### config.mk
export PLATFORM = sky130hd
export DESIGN_NAME = pipelined_multiplier_flat
export DESIGN_NICKNAME = d
export VERILOG_FILES = /design/src/rtl/pipelined_multiplier_pkg.sv /design/src/rtl/pipelined_multiplier_if.sv /design/src/rtl/pipelined_multiplier_add_stage.sv /design/src/rtl/pipelined_multiplier.sv /design/src/flat_wrapper.sv
export SDC_FILE = /design/constraint.sdc
export NUM_CORES = 1
export LEC_CHECK = 0
export BUFFER_PORTS_ARGS = -buffer_cell sky130_fd_sc_hd__buf_2
export CAP_MARGIN = 20
export CORE_ASPECT_RATIO = 1.5
export CORE_MARGIN = 1
export CORE_UTILIZATION = 40
export CTS_BUF_LIST = sky130_fd_sc_hd__clkbuf_8 sky130_fd_sc_hd__clkbuf_16
export DETAILED_ROUTE_END_ITERATION = 10
export PLACE_DENSITY_LB_ADDON = 0.12
export SETUP_SLACK_MARGIN = 0.15
export SYNTH_ARGS = -nofsm -noshare
export SYNTH_HDL_FRONTEND = slang
export SYNTH_SLANG_ARGS = --single-unit
### constraint.sdc
create_clock -name clock -period 2.8 [get_ports clock]
set_input_delay 0.28 -clock clock [delete_from_list [all_inputs] [get_ports clock]]
set_output_delay 0.28 -clock clock [all_outputs]
set_load 0.02 [all_outputs]
### src/rtl/pipelined_multiplier_pkg.sv
// Shared constants for the divider/multiplier pair: tag width, default operand
// widths and the multiplier pipeline latency.
package pipelined_multiplier_pkg;

  localparam int TAG_WIDTH              = 6;
  localparam int DEFAULT_DIVIDEND_WIDTH = 12;
  localparam int DEFAULT_DIVISOR_WIDTH  = 6;

  // Input register + one add stage per multiplier bit + output register.
  function automatic int latency(input int divisor_width);
    return divisor_width + 2;
  endfunction

endpackage

### src/rtl/pipelined_multiplier_if.sv
// Sample/result bus of the pipelined multiply-accumulate.
// Handshake: input_valid qualifies input_tag/multiplicand/multiplier/addend on
// every rising clock; there is no ready, so the pipeline accepts every cycle.
// output_valid qualifies output_tag/product/overflow; the consumer cannot stall.
interface pipelined_multiplier_if
  import pipelined_multiplier_pkg::*;
#(
  parameter int dividend_width = DEFAULT_DIVIDEND_WIDTH,
  parameter int divisor_width  = DEFAULT_DIVISOR_WIDTH
);
  localparam int product_width = dividend_width + divisor_width;

  logic                      input_valid;
  logic [TAG_WIDTH-1:0]      input_tag;
  logic [dividend_width-1:0] multiplicand;
  logic [divisor_width-1:0]  multiplier;
  logic [dividend_width-1:0] addend;

  logic                      output_valid;
  logic [TAG_WIDTH-1:0]      output_tag;
  logic [product_width-1:0]  product;
  logic                      overflow;

  modport master (
    output input_valid, input_tag, multiplicand, multiplier, addend,
    input  output_valid, output_tag, product, overflow
  );

  modport slave (
    input  input_valid, input_tag, multiplicand, multiplier, addend,
    output output_valid, output_tag, product, overflow
  );

endinterface

### src/rtl/pipelined_multiplier_add_stage.sv
// One registered shift-add step: adds mcand << BIT when multiplier bit BIT is
// set; multiplicand, multiplier, valid and tag ride along unchanged.
module mult_add_stage
  import pipelined_multiplier_pkg::*;
#(
  parameter int PW  = 18,
  parameter int SW  = 6,
  parameter int BIT = 0
) (
  input  logic                 clk_i,
  input  logic                 rst_ni,
  input  logic                 valid_i,
  input  logic [TAG_WIDTH-1:0] tag_i,
  input  logic [PW-1:0]        acc_i,
  input  logic [PW-1:0]        mcand_i,
  input  logic [SW-1:0]        mplier_i,
  output logic                 valid_o,
  output logic [TAG_WIDTH-1:0] tag_o,
  output logic [PW-1:0]        acc_o,
  output logic [PW-1:0]        mcand_o,
  output logic [SW-1:0]        mplier_o
);

  logic                 valid_q;
  logic [TAG_WIDTH-1:0] tag_q;
  logic [PW-1:0]        acc_q, acc_d;
  logic [PW-1:0]        mcand_q;
  logic [SW-1:0]        mplier_q;
  logic [PW-1:0]        partial;

  // Sum wraps modulo 2^PW; the result width is chosen so the true value never wraps.
  always_comb begin
    partial = '0;
    if (mplier_i[BIT]) begin
      partial = mcand_i << BIT;
    end
    acc_d = acc_i + partial;
  end

  always_ff @(posedge clk_i or negedge rst_ni) begin
    if (!rst_ni) begin
      valid_q  <= 1'b0;
      tag_q    <= '0;
      acc_q    <= '0;
      mcand_q  <= '0;
      mplier_q <= '0;
    end else begin
      valid_q  <= valid_i;
      tag_q    <= tag_i;
      acc_q    <= acc_d;
      mcand_q  <= mcand_i;
      mplier_q <= mplier_i;
    end
  end

  assign valid_o  = valid_q;
  assign tag_o    = tag_q;
  assign acc_o    = acc_q;
  assign mcand_o  = mcand_q;
  assign mplier_o = mplier_q;

endmodule

### src/rtl/pipelined_multiplier.sv
// Pipelined shift-and-add multiply-accumulate:
// product = signed multiplicand * unsigned multiplier + signed addend.
module pipelined_multiplier
  import pipelined_multiplier_pkg::*;
#(
  parameter int dividend_width = DEFAULT_DIVIDEND_WIDTH,
  parameter int divisor_width  = DEFAULT_DIVISOR_WIDTH
) (
  input  logic                  clock,
  input  logic                  reset_n,
  pipelined_multiplier_if.slave bus
);

  localparam int product_width = dividend_width + divisor_width;

  // Stage 0 input registers.
  logic                     valid0_q;
  logic [TAG_WIDTH-1:0]     tag0_q;
  logic [product_width-1:0] acc0_q, acc0_d;
  logic [product_width-1:0] mcand0_q, mcand0_d;
  logic [divisor_width-1:0] mplier0_q;

  // Pipeline taps: index 0 is the input register, index i+1 the output of add stage i.
  logic                     pipe_valid  [0:divisor_width];
  logic [TAG_WIDTH-1:0]     pipe_tag    [0:divisor_width];
  logic [product_width-1:0] pipe_acc    [0:divisor_width];
  logic [product_width-1:0] pipe_mcand  [0:divisor_width];
  logic [divisor_width-1:0] pipe_mplier [0:divisor_width];

  // Output registers.
  logic                     output_valid_q;
  logic [TAG_WIDTH-1:0]     output_tag_q;
  logic [product_width-1:0] product_q;
  logic                     overflow_q, overflow_d;
  logic [divisor_width:0]   high_bits;

  always_comb begin
    acc0_d   = {{divisor_width{bus.addend[dividend_width-1]}}, bus.addend};
    mcand0_d = {{divisor_width{bus.multiplicand[dividend_width-1]}}, bus.multiplicand};
  end

  always_ff @(posedge clock or negedge reset_n) begin
    if (!reset_n) begin
      valid0_q  <= 1'b0;
      tag0_q    <= '0;
      acc0_q    <= '0;
      mcand0_q  <= '0;
      mplier0_q <= '0;
    end else begin
      valid0_q  <= bus.input_valid;
      tag0_q    <= bus.input_tag;
      acc0_q    <= acc0_d;
      mcand0_q  <= mcand0_d;
      mplier0_q <= bus.multiplier;
    end
  end

  assign pipe_valid[0]  = valid0_q;
  assign pipe_tag[0]    = tag0_q;
  assign pipe_acc[0]    = acc0_q;
  assign pipe_mcand[0]  = mcand0_q;
  assign pipe_mplier[0] = mplier0_q;

  for (genvar i = 0; i < divisor_width; i++) begin : g_stage
    mult_add_stage #(
      .PW  (product_width),
      .SW  (divisor_width),
      .BIT (i)
    ) u_stage (
      .clk_i    (clock),
      .rst_ni   (reset_n),
      .valid_i  (pipe_valid[i]),
      .tag_i    (pipe_tag[i]),
      .acc_i    (pipe_acc[i]),
      .mcand_i  (pipe_mcand[i]),
      .mplier_i (pipe_mplier[i]),
      .valid_o  (pipe_valid[i+1]),
      .tag_o    (pipe_tag[i+1]),
      .acc_o    (pipe_acc[i+1]),
      .mcand_o  (pipe_mcand[i+1]),
      .mplier_o (pipe_mplier[i+1])
    );
  end

  // Overflow when the sign bit of a dividend_width result and everything above it disagree.
  always_comb begin
    high_bits  = pipe_acc[divisor_width][product_width-1:dividend_width-1];
    overflow_d = !((&high_bits) || !(|high_bits));
  end

  always_ff @(posedge clock or negedge reset_n) begin
    if (!reset_n) begin
      output_valid_q <= 1'b0;
      output_tag_q   <= '0;
      product_q      <= '0;
      overflow_q     <= 1'b0;
    end else begin
      output_valid_q <= pipe_valid[divisor_width];
      output_tag_q   <= pipe_tag[divisor_width];
      product_q      <= pipe_acc[divisor_width];
      overflow_q     <= overflow_d;
    end
  end

  assign bus.output_valid = output_valid_q;
  assign bus.output_tag   = output_tag_q;
  assign bus.product      = product_q;
  assign bus.overflow     = overflow_q;

endmodule

### src/flat_wrapper.sv
// flat-port wrapper written by rule: the top's interface ports become plain ports
module pipelined_multiplier_flat import pipelined_multiplier_pkg::*;
#(
  parameter int dividend_width = DEFAULT_DIVIDEND_WIDTH,
  parameter int divisor_width  = DEFAULT_DIVISOR_WIDTH
)
  (clock, reset_n, bus_input_valid, bus_input_tag, bus_multiplicand, bus_multiplier, bus_addend, bus_output_valid, bus_output_tag, bus_product, bus_overflow);
  pipelined_multiplier_if #(.dividend_width(dividend_width), .divisor_width(divisor_width)) bus_i ();
  input  logic clock;
  input  logic reset_n;
  input wire logic [$bits(bus_i.input_valid)-1:0] bus_input_valid;
  input wire logic [$bits(bus_i.input_tag)-1:0] bus_input_tag;
  input wire logic [$bits(bus_i.multiplicand)-1:0] bus_multiplicand;
  input wire logic [$bits(bus_i.multiplier)-1:0] bus_multiplier;
  input wire logic [$bits(bus_i.addend)-1:0] bus_addend;
  output wire logic [$bits(bus_i.output_valid)-1:0] bus_output_valid;
  output wire logic [$bits(bus_i.output_tag)-1:0] bus_output_tag;
  output wire logic [$bits(bus_i.product)-1:0] bus_product;
  output wire logic [$bits(bus_i.overflow)-1:0] bus_overflow;
  assign bus_i.input_valid = bus_input_valid;
  assign bus_i.input_tag = bus_input_tag;
  assign bus_i.multiplicand = bus_multiplicand;
  assign bus_i.multiplier = bus_multiplier;
  assign bus_i.addend = bus_addend;
  assign bus_output_valid = bus_i.output_valid;
  assign bus_output_tag = bus_i.output_tag;
  assign bus_product = bus_i.product;
  assign bus_overflow = bus_i.overflow;
  pipelined_multiplier #(.dividend_width(dividend_width), .divisor_width(divisor_width)) u_core (.clock(clock), .reset_n(reset_n), .bus(bus_i));
endmodule
* Word-level counts from Yosys, hierarchy flattened
Index checks and enable logic that the tools add are counted.
** Word-level totals
- Output and inout bits :: 26
- Input port bits :: 39
- Word-level logic and storage cells :: 54
- Register bits after elaboration :: 303
** Operators by class
- Muxes and demuxes :: 6
- Reduce and logical (&&, ||, !) cells :: 5
- Add/sub/neg operators :: 6
** Operators with widths (count)
- 18-bit adder :: 6
- 18-bit two-way mux :: 6
- 7-bit AND reduction :: 1
- 7-bit OR reduction :: 1
- 1-bit zero test :: 2
- 1-bit logical OR :: 1

* Depth between registers and ports, before layout
- Depth after elaboration :: 4
- Mapped depth :: 11
- Depth with buffers taken out :: 10

* By module
Synthesis repeated with hierarchy kept, for this count alone.
** Unflattened totals
- Cells, all modules :: 1009
- Area, all modules :: 13804.5 um^2
** Modules (own cells, without submodules)
- mult_add_stage (u_core.g_stage[0].u_stage) :: instances 1, sequential area each 1226.2 um^2, area an instance 2195.9 um^2, cells an instance 184
- mult_add_stage (u_core.g_stage[1].u_stage) :: instances 1, sequential area each 1226.2 um^2, area an instance 2145.8 um^2, cells an instance 175
- mult_add_stage (u_core.g_stage[2].u_stage) :: instances 1, sequential area each 1226.2 um^2, area an instance 2059.5 um^2, cells an instance 161
- mult_add_stage (u_core.g_stage[3].u_stage) :: instances 1, sequential area each 1226.2 um^2, area an instance 2003.2 um^2, cells an instance 149
- mult_add_stage (u_core.g_stage[4].u_stage) :: instances 1, sequential area each 1226.2 um^2, area an instance 1894.3 um^2, cells an instance 139
- mult_add_stage (u_core.g_stage[5].u_stage) :: instances 1, sequential area each 1226.2 um^2, area an instance 1891.8 um^2, cells an instance 132
- pipelined_multiplier :: instances 1, sequential area each 1576.5 um^2, area an instance 1614.0 um^2, cells an instance 69

* Least setup slack after synthesis
Ideal clock, no wire load.
- Kind :: register -> register
- Start :: reg u_core.g_stage[3].u_stage.mplier_q[4]
- End :: reg u_core.g_stage[4].u_stage.acc_q[14]
- Required time :: 2.674 ns
- Cell stages (with the launch flop) :: 10
- Slack :: 0.484 ns
- Path buffers :: 0
- Setup time :: 0.126 ns
- Arrival :: 2.190 ns
- Path through :: dfrtp_1 -> and2_1 -> ha_1 -> fa_1 -> a21o_1 -> a21boi_1 -> o31ai_1 -> o21a_1 -> o41a_1 -> xor2_1
** Between the ends
- Word-level cells in the longest chain between the ends :: 2
** Ends and longest elaborated chain
- start, declared :: RTL line pipelined_multiplier_add_stage.sv:28 : logic [SW-1:0] mplier_q;
- start signal, assigned :: RTL line pipelined_multiplier_add_stage.sv:52 : mplier_q <= mplier_i;
- 18-bit two-way mux :: RTL line pipelined_multiplier_add_stage.sv:34 : if (mplier_i[BIT]) begin
- 18-bit adder :: RTL line pipelined_multiplier_add_stage.sv:37 : acc_d = acc_i + partial;
- net u_core.g_stage[4].u_stage.acc_d[14] :: RTL line pipelined_multiplier_add_stage.sv:26 : logic [PW-1:0] acc_q, acc_d;
- end signal, assigned :: RTL line pipelined_multiplier_add_stage.sv:44 : acc_q <= '0;
- end signal, assigned :: RTL line pipelined_multiplier_add_stage.sv:50 : acc_q <= acc_d;
- end, declared :: RTL line pipelined_multiplier_add_stage.sv:26
The timed path passes the listed nets, and every way through them passes these cells.

* Final worst setup path
Same ends and word-level chain as after synthesis.

==> run summary <==
Ys async rst share -> 100%
Crit path capture type -> flop
Slew headroom -> 66.9%
Drt drc -> 0
VDD IR max -> 511 uV
PortBufs -> 64
H-tree Lvls -> 1
Syn_area_per_cell -> 13.3 um^2
Gr busiest metal -> met2
Vias in the first global route -> 7016
Syn Inst Count -> 849
Post-DP HPWL -> 12300 um
GRT Util Overall -> 12.8%
Clock slew seen by the registers of the worst setup and hold paths -> 0.06 ns
Final nets -> 1117
Setup CP Type -> reg2reg
Largest net degree at the start of global routing -> 67
Power per Cell Area -> 902 nW/um^2
Cell area after synthesis -> 11300 um^2
Top_reg_cell synth -> dfrtp_1
TNS Setup -> 0 ns
Wire length per cell -> 12.8 um
Fmax -> 398 MHz
Register area share after synthesis -> 63.6%
Fin crit share -> 89.7%
Slowest CP cell -> dfrtp_2
CTS Buffer Depth -> 3
WP data required -> 3.23 ns
Grt ovf -> 0
DIE AREA -> 29000 um^2
Max Fanout on Critical Path -> 6
Rows -> 75
Crit path cell chain -> and2_1, ha_1, fa_2, a21o_1, a21boi_2, o31ai_1, o21a_1, o41a_1, xor2_1
Max-Cap Viols -> 0
Yosys warns -> 0
Number of synthesized flops with an enable pin -> 0
Final RePlAce weighted congestion -> 0.830
M3 GR Usage -> 2.19%
RSZ-0062 raised after global routing -> yes
# IOs -> 65
Dpl cell area -> 12200 um^2
Worst min path class -> in2async
Ant. Diodes -> 0
Routed wire length -> 17300 um
Final Cell Area -> 13600 um^2
R2R depth -> 9
Pin slew with the least headroom to its limit -> 0.497 ns
R2R Setup Slk -> 0.29 ns
Final Max Slew Viols -> 0
Start of the worst register-to-register path -> u_core.g_stage[3].u_stage.mplier_o[4]$_DFF_PN0_
First-pass GRT wire length -> 30400 um
Cell Int Power -> 0.00863 W
Avg Vias per Cell -> 4.76
Lkg Pwr -> 6.31 nW
Flop pwr share -> 43.6%
Routed via count -> 6441
TritonCTS buffer count -> 28
Setup Skew -> 0.0128 ns
ANT nets after route -> 0
Clk sinks -> 288
First-pass iteration count of the detailed router -> 4
Root Buffer Master -> clkbuf_16
Setup Viol. Count Final -> 0
M1 GR Usage -> 11.8%
Core area -> 27900 um^2
Largest stage delay, worst path -> 0.44 ns
GR Util met2 -> 26.5%
Outcome -> finished, final reports clean
Post-Synthesis Net Count -> 976
Crit path arrival time -> 2.94 ns
Setup crit start kind -> flop
#FFs+latches synth -> 288
Reg-to-Reg End -> u_core.g_stage[4].u_stage.acc_o[14]$_DFF_PN0_
Starting Density -> 40.6%
TritonCTS clock tree -> done
Initial antenna violation count -> 0
Detailed Route Iter0 Violations -> 192
Worst skew pair latency -> 0.56 ns
Syn-to-layout area delta -> 19.7%
Count of cell types in the netlist -> 58
Die X -> 139 um
Layout cells sized above 1 -> 14.1%
Switching Power -> 0.00359 W
Minimum clock period -> 2.51 ns
Final Hold Vio Count -> 0
Die height -> 208 um
Combinational group share of total power -> 26.7%
Sw Share -> 29.4%
Clk pwr share -> 29.7%
power groups by stage:
stage / registers [W] / logic (W) / clock network [W]
after floorplan: 0.00551 / 0.00229 / 0
after global placement: 0.00540 / 0.00316 / 0
after detailed placement: 0.00541 / 0.00318 / 0
after CTS: 0.00534 / 0.00326 / 0.00380
after global routing: 0.00541 / 0.00369 / 0.00399
final: 0.00533 / 0.00327 / 0.00363
cell type report:
class / instances / area (um^2)
inverter: 25 / 93.8
tap: 346 / 433
clock buffer: 33 / 769
multi-input combinational: 530 / 4050
clock inverter: 14 / 143
timing repair buffer: 117 / 858
fill: 2440 / 14300
sequential: 288 / 7210
cells in the mapped netlist (2+ instances only):
| master | n | area, um^2 |
|---|---|---|
| ha_1 | 82 | 1030 |
| a311oi_1 | 2 | 17.5 |
| o21ai_0 | 31 | 155 |
| nor4_1 | 3 | 18.8 |
| nand4_1 | 5 | 31.3 |
| clkbuf_1 | 6 | 22.5 |
| o21ai_1 | 2 | 10.0 |
| o31ai_1 | 4 | 30.0 |
| nor2b_1 | 4 | 25.0 |
| o21a_1 | 10 | 75.1 |
| o21bai_1 | 7 | 52.6 |
| nand2b_1 | 2 | 12.5 |
| nand4b_1 | 2 | 17.5 |
| o211ai_1 | 6 | 45.0 |
| a211oi_1 | 12 | 90.1 |
| a21oi_1 | 57 | 285 |
| a31oi_1 | 2 | 12.5 |
| dfrtp_1 | 288 | 7210 |
| nand3b_1 | 2 | 15.0 |
| and3_1 | 5 | 31.3 |
| a211oi_2 | 3 | 37.5 |
| nor3_1 | 4 | 20.0 |
| fa_1 | 6 | 120 |
| o22ai_1 | 2 | 12.5 |
| xor2_1 | 17 | 149 |
| nand3_1 | 10 | 50.1 |
| inv_1 | 25 | 93.8 |
| nand2_1 | 34 | 128 |
| a21o_1 | 27 | 203 |
| and2_1 | 69 | 432 |
| xnor2_1 | 53 | 464 |
| nor2_1 | 41 | 154 |
flip-flops by register name (all words and copies together), names as in the netlist, 6 cells and up:
| signal | count |
|---|---|
| u_core.tag0_q | 6 |
| u_core.acc0_q | 12 |
| u_core.g_stage.u_stage.mplier_o | 15 |
| u_core.g_stage.u_stage.acc_o | 108 |
| u_core.mplier0_q | 6 |
| u_core.g_stage.u_stage.tag_o | 36 |
| u_core.g_stage.u_stage.valid_o | 6 |
| u_core.bus.output_tag | 6 |
| u_core.bus.product | 18 |
| u_core.g_stage.u_stage.mcand_o | 60 |
| u_core.mcand0_q | 12 |
worst max-delay path: cells and delay by family, from the launching register on:
family,cells,cell delay (ns)
compound gates,5,1.05
simple gates,1,0.17
fa+ha+maj,2,0.58
flops,1,0.44
xor+xnor,1,0.15
per-layer routing:
metal / vias to the layer above / wire length (um)
met5: - / 0
met4: 0 / 583
met3: 42 / 603
met2: 98 / 10100
met1: 3081 / 6040
li1: 3220 / -
cell families after synthesis:
logic type	synth area share, %
flops	63.6
simple gates	8.52
mux	0.0884
xor+xnor	5.41
compound gates	11.2
fa+ha+maj	10.1
buf+inv	1.03
worst max-delay path by stage:
| stage | slack, ns | from | to | cells after the start |
|---|---|---|---|---|
| final | 0.29 | u_core.g_stage[3].u_stage.mplier_o[4]$_DFF_PN0_ | u_core.g_stage[4].u_stage.acc_o[14]$_DFF_PN0_ | 9 |
| after global routing | 0.12 | u_core.g_stage[1].u_stage.mcand_o[0]$_DFF_PN0_ | u_core.g_stage[2].u_stage.acc_o[16]$_DFF_PN0_ | 8 |
| after CTS | 0.17 | u_core.g_stage[1].u_stage.mplier_o[2]$_DFF_PN0_ | u_core.g_stage[2].u_stage.acc_o[16]$_DFF_PN0_ | 8 |
| after detailed placement | 0.09 | u_core.g_stage[3].u_stage.mplier_o[4]$_DFF_PN0_ | u_core.g_stage[4].u_stage.acc_o[14]$_DFF_PN0_ | 9 |
| after global placement | 0.13 | u_core.g_stage[3].u_stage.mplier_o[4]$_DFF_PN0_ | u_core.g_stage[4].u_stage.acc_o[14]$_DFF_PN0_ | 9 |
| after floorplan | 0.48 | u_core.g_stage[3].u_stage.mplier_o[4]$_DFF_PN0_ | u_core.g_stage[4].u_stage.acc_o[14]$_DFF_PN0_ | 9 |
stage by stage:
step | util, % | power, W | setup slack (ns) | hold slack, ns | std cells
3_3_place_gp | 43.8 | 0.00856 | 0.130 | 0.264 | 1265
6_report | 48.6 | 0.0122 | 0.288 | 0.265 | 1353
3_5_place_dp | 43.8 | 0.00859 | 0.0927 | 0.267 | 1265
5_1_grt | 48.6 | 0.0131 | 0.121 | 0.268 | 1353
4_1_cts | 48.4 | 0.0124 | 0.170 | 0.246 | 1350
2_1_floorplan | - | 0.00780 | 0.484 | -0.0156 | 849
placed cells by master, fill, tap and decap left out, drive strengths merged, types with 7 or more instances in the layout:
cell and instances:
o21ai 34, buf 78, nand2 34, o21bai 7
o21a 10, xnor2 53, nor2 41, dfrtp 288
xor2 17, clkbuf 34, inv 34, dlygate4sd3 38
a21o 27, a21oi 58, nand3 10, a211oi 15
and2 69, ha 82
repair_timing:
item	CTS	global route
hold buffers	38	0
hold endpoints to repair	98	0
gates resized for setup	3	9
setup buffers	0	3
setup endpoints to repair	2	8
pin swaps	0	2
Power figures use the tool's default switching activity.
